$ cat config.mk
export PLATFORM = sky130hd
export DESIGN_NAME = hex_ascii_streamer
export DESIGN_NICKNAME = d
export VERILOG_FILES = /design/src/rtl/hex_ascii_streamer_pkg.sv /design/src/rtl/hex_ascii_streamer_enc.sv /design/src/rtl/hex_ascii_streamer.sv
export SDC_FILE = /design/constraint.sdc
export NUM_CORES = 1
export LEC_CHECK = 0
export CAP_MARGIN = 30
export CORE_MARGIN = 2
export CORE_UTILIZATION = 55
export CTS_CLUSTER_SIZE = 30
export DETAILED_ROUTE_END_ITERATION = 12
export GPL_TIMING_DRIVEN = 0
export PLACE_DENSITY = 0.83
export SYNTH_ARGS = -nofsm -noshare
export SYNTH_HDL_FRONTEND = slang
export SYNTH_SLANG_ARGS = --single-unit
$ cat constraint.sdc
create_clock -name clk -period 3.4 [get_ports clk]
set_clock_uncertainty 0.1 [all_clocks]
set_input_delay 0.68 -clock clk [delete_from_list [all_inputs] [get_ports clk]]
set_output_delay 0.68 -clock clk [all_outputs]
set_load 0.05 [all_outputs]
$ cat src/rtl/hex_ascii_streamer_pkg.sv
// Shared definitions for the hex-to-ASCII transmit streamer: FSM states,
// character constants and a sizing helper for the nibble counter.
package hex_ascii_streamer_pkg;

  typedef enum logic [2:0] {
    ST_IDLE = 3'd0,
    ST_SEND = 3'd1,
    ST_CR   = 3'd2,
    ST_LF   = 3'd3,
    ST_FIN  = 3'd4
  } state_t;

  localparam logic [7:0] ASCII_ZERO = 8'h30;
  localparam logic [7:0] ASCII_UA   = 8'h41;
  localparam logic [7:0] ASCII_LA   = 8'h61;
  localparam logic [7:0] ASCII_CR   = 8'h0D;
  localparam logic [7:0] ASCII_LF   = 8'h0A;

  // Counter must hold NIBBLES-1; keep at least one bit for the single-digit case.
  function automatic int cnt_width(input int nibbles);
    if (nibbles > 1) begin
      return $clog2(nibbles);
    end else begin
      return 1;
    end
  endfunction

endpackage

$ cat src/rtl/hex_ascii_streamer_enc.sv
// Combinational nibble-to-ASCII encoder; inverse of the ASCII-to-hex decoder.
module hex_ascii_enc
  import hex_ascii_streamer_pkg::*;
#(
  parameter bit UPPER = 1'b1
) (
  input  logic [3:0] nibble,
  output logic [7:0] ascii
);

  // Decimal digits from '0', letters from 'A' or 'a' depending on case.
  always_comb begin
    if (nibble < 4'd10) begin
      ascii = ASCII_ZERO + {4'h0, nibble};
    end else if (UPPER) begin
      ascii = ASCII_UA + {4'h0, nibble - 4'd10};
    end else begin
      ascii = ASCII_LA + {4'h0, nibble - 4'd10};
    end
  end

endmodule

$ cat src/rtl/hex_ascii_streamer.sv
// Streams a parallel word as ASCII hex digits (MSB nibble first), optionally
// followed by CR LF, over a valid/ready handshake towards the UART transmitter.
module hex_ascii_streamer
  import hex_ascii_streamer_pkg::*;
#(
  parameter int NIBBLES     = 4,
  parameter bit UPPER       = 1'b1,
  parameter bit APPEND_CRLF = 1'b1
) (
  input  logic                 clk,
  input  logic                 rst,
  input  logic [4*NIBBLES-1:0] DATA_IN,
  input  logic                 START,
  output logic                 BUSY,
  output logic [7:0]           ASCII_OUT,
  output logic                 ASCII_VLD,
  input  logic                 ASCII_RDY,
  output logic                 DONE
);

  localparam int W  = 4 * NIBBLES;
  localparam int CW = cnt_width(NIBBLES);
  localparam logic [CW-1:0] CNT_LOAD = CW'(NIBBLES - 1);

  state_t          state_r;
  logic [W-1:0]    shift_r;
  logic [CW-1:0]   cnt_r;
  logic [7:0]      ascii_r;
  logic            vld_r;
  logic            busy_r;
  logic            done_r;

  logic [W-1:0]    shift_next_s;
  logic [3:0]      enc_nib_s;
  logic [7:0]      enc_char_s;
  logic            xfer_s;

  // The encoder sees the word's top nibble when starting, otherwise the digit after the current one.
  always_comb begin
    shift_next_s = shift_r << 3'd4;
    xfer_s       = vld_r & ASCII_RDY;
    if (state_r == ST_IDLE) begin
      enc_nib_s = DATA_IN[W-1 -: 4];
    end else begin
      enc_nib_s = shift_next_s[W-1 -: 4];
    end
  end

  hex_ascii_enc #(
    .UPPER (UPPER)
  ) u_enc (
    .nibble (enc_nib_s),
    .ascii  (enc_char_s)
  );

  // Transmit FSM with shift register, digit counter and registered handshake outputs.
  always_ff @(posedge clk) begin
    if (rst) begin
      state_r <= ST_IDLE;
      shift_r <= '0;
      cnt_r   <= '0;
      ascii_r <= 8'h00;
      vld_r   <= 1'b0;
      busy_r  <= 1'b0;
      done_r  <= 1'b0;
    end else begin
      case (state_r)
        ST_IDLE: begin
          done_r <= 1'b0;
          if (START) begin
            shift_r <= DATA_IN;
            cnt_r   <= CNT_LOAD;
            ascii_r <= enc_char_s;
            vld_r   <= 1'b1;
            busy_r  <= 1'b1;
            state_r <= ST_SEND;
          end
        end
        ST_SEND: begin
          if (xfer_s) begin
            if (cnt_r != '0) begin
              shift_r <= shift_next_s;
              cnt_r   <= cnt_r - 1'b1;
              ascii_r <= enc_char_s;
            end else if (APPEND_CRLF) begin
              ascii_r <= ASCII_CR;
              state_r <= ST_CR;
            end else begin
              vld_r   <= 1'b0;
              done_r  <= 1'b1;
              state_r <= ST_FIN;
            end
          end
        end
        ST_CR: begin
          if (xfer_s) begin
            ascii_r <= ASCII_LF;
            state_r <= ST_LF;
          end
        end
        ST_LF: begin
          if (xfer_s) begin
            vld_r   <= 1'b0;
            done_r  <= 1'b1;
            state_r <= ST_FIN;
          end
        end
        ST_FIN: begin
          // START is deliberately not looked at here; the next word may begin from IDLE.
          done_r  <= 1'b0;
          busy_r  <= 1'b0;
          state_r <= ST_IDLE;
        end
        default: begin
          vld_r   <= 1'b0;
          busy_r  <= 1'b0;
          done_r  <= 1'b0;
          state_r <= ST_IDLE;
        end
      endcase
    end
  end

  assign BUSY      = busy_r;
  assign ASCII_OUT = ascii_r;
  assign ASCII_VLD = vld_r;
  assign DONE      = done_r;

endmodule

==> impl_metrics.toml <==
[synth]
synth_ff_type = "dfxtp_1"
synth_fa_ha_area_share_pct = 1.617
ys_seq_area_share_pct = 34.92
async_reset_ff_share_pct = 0
ys_ff_latch = 27
yosys_warnings = 0
avgSynthCellArea_um2 = 9.051
synth_top_family_by_area = "compound AO/OA/AOI/OAI gates"
synth_cell_type_count = 47
syn_inst = 171
syn_area_um2 = 1548
synth-compound-area-share_pct = 25.14
synth_edf_count = 0
synth-simple-area-share_pct = 22.80
synth-xor-area-share_pct = 0.5659
syn-num-nets = 193
synth_mux_area_share_pct = 8.569

[floorplan]
die_area_um2 = 3254
die_height_um = 57.05
io_pins = 31
rows = 19
initial_core_util_pct = 57.11
die_w_um = 57.05
core_area_um2 = 2710

[timing]
hold_viol = 0
fin_crit_ns = 2.416
finalMaxSlewViolations = 0
rsz0062_at_grt = "no"
worst_pin_slew_ns = 0.6084
fin_crit_sh_pct = 71.07
fmax_ghz = 0.4139
holdWs_ns = 0.3841
slew_headroom_pct = 59.44
tns_ns = 0
setup_viol = 0

[cells_and_area]
final_cell_mix = "clkdlybuf4s50_1 (28), dfxtp_1 (27), mux2i_1 (11), a21oi_1 (11), nor3_1 (10)"
antenna_cells = 0
final_layout_size_suffix_gt1_share_pct = 15.27
fin_cells = 234
finish.net_count = 226
fin_util_pct = 69.90
syn_to_final_growth_pct = 22.39
layout_commonest_cell = "clkdlybuf4s50_1"

[place]
placed_cells = 230
place_hpwl_um = 2778
portBuffers = 28
gp_congestion = 0.8326

[worst_setup_path]
crit_type = "reg2out"
cpLargestDelayFamily = "buffers and inverters"
setup.worst_path.end_class = "output port"
cp-start-kind = "register"
worstPathRequired_ns = 2.62
critPathBufInv = 1
critPathMaxFanout = 7
crit_arrival_ns = 1.64
critPathMaxStageDelay_ns = 0.85
crit_path_cell_trace = "clkdlybuf4s50_1"
crit_path_top_delay_cell = "clkdlybuf4s50_1"

[cts]
clkTransAtPathRegs_ns = 0.15
root_buffer = "clkbuf_4"
cts_setup_buffers = 0
clock-sinks = 27
cts_buffers = 3
clk_latency_ns = 0.34
hold_buffers = 0
post_cts_resized = 0
cts_tree = "done"
cts-htree-levels = 1
clk_path_buf_depth = 2

[run]
max_cap_violations = 0

[power_and_ir_drop]
vdd_drop_max_v = 0.0003297
p_seq_share_pct = 46.4
power.density_nw_per_um2 = 431.2
p_int_mw = 0.5219
clkPwrFrac_pct = 17.4
power_frac_comb_pct = 36.2
p_leak_nw = 0.7144
swShare_pct = 36.10
net-switching-power_mw = 0.2948

[global_route]
grt_max_degree = 16
grt_pass1_vias = 1425
grt_pass1_wl_um = 6361
grt_antenna_before_repair = 0
overflow = 0
gr-usage-all-layers_pct = 24.86

[routing]
ant_nets = 0
drc = 0
vias = 1418
dr.pass1.iters = 4
wire_per_inst_um = 15.62
viasPerCell = 6.060
drt-total-wl_um = 3655
drt_iter0_drc = 77

[min_path]
hp-class = "reg2reg"

[outcome]
status = "finished, final reports clean"
registers in the layout (all words and copies together) (netlist names):
register   flops
cnt_r          2
state_r        3
BUSY           1
ASCII_OUT      7
shift_r       12
ASCII_VLD      1
DONE           1
final cells by class:
class | instances | area, µm²
Buffer | 12 | 72.57
Multi-Input combinational cell | 126 | 912.1
Inverter | 6 | 22.52
Clock inverter | 1 | 5.005
Timing Repair Buffer | 28 | 280.3
Tap cell | 31 | 38.79
Clock buffer | 3 | 22.52
Fill cell | 217 | 815.8
Sequential cell | 27 | 540.5
Yosys cell counts, types with 3 or more instances:
cell type	count	area, µm²
clkbuf_1	3	11.26
and3_1	3	18.77
dfxtp_1	27	540.5
and2_1	3	18.77
o21a_1	3	22.52
nand4b_1	4	35.03
nand2_1	9	33.78
nor3_1	10	50.05
a211oi_2	8	100.1
mux2i_1	11	110.1
inv_1	6	22.52
o21ai_0	7	35.03
buf_2	4	20.02
nand3_1	9	45.04
nor2_1	5	18.77
a21oi_1	11	55.05
nand2b_1	4	25.02
buf_4	4	30.03
logic make-up after synthesis:
group	count (synthesis)
and+or+nand+nor	60
AOI/OAI and AO/OA	49
DFF	27
buffers and inverters	18
muxes	13
adders and majority gates	2
other	1
xor gates and xnor gates	1
power groups by stage:
stage               clock, mW  sequential [mW]  combinational, mW
floorplan                   0            0.424              0.166
detailed placement          0            0.385              0.294
CTS                     0.146            0.378              0.296
global route            0.156            0.384              0.320
finish                  0.142            0.379              0.296
global placement            0            0.383              0.286
path summary, 6_finish.rpt:
path	startpoint	to	slack, ns	cells past startpoint
min	shift_r[3]	shift_r[3]	0.38	2
max reg2reg	state_r[2]	ASCII_OUT[2]	1.06	9
min reg2reg	shift_r[3]	shift_r[3]	0.38	2
max	ASCII_VLD	ASCII_VLD	0.98	1
layer usage:
metal | part of all wire (%) | GRT usage (%) | vias up
li1 | - | - | 696
met1 | 43 | 30.88 | 672
met2 | 50 | 42.53 | 42
met3 | 5.3 | 3.401 | 8
met4 | 2.2 | 11.63 | 0
met5 | 0 | 0 | -
stage by stage:
stage / setup slack [ns] / instance area [µm²] / total power [mW]
finish: 0.9837 / 1894 / 0.8168
global route: 0.9486 / 1894 / 0.8604
CTS: 0.9797 / 1894 / 0.8197
detailed placement: 0.8584 / 1867 / 0.6790
global placement: 0.9103 / 1867 / 0.6685
floorplan: 1.383 / 1548 / 0.5908
Note: power is estimated with default switching activity, not from simulation.
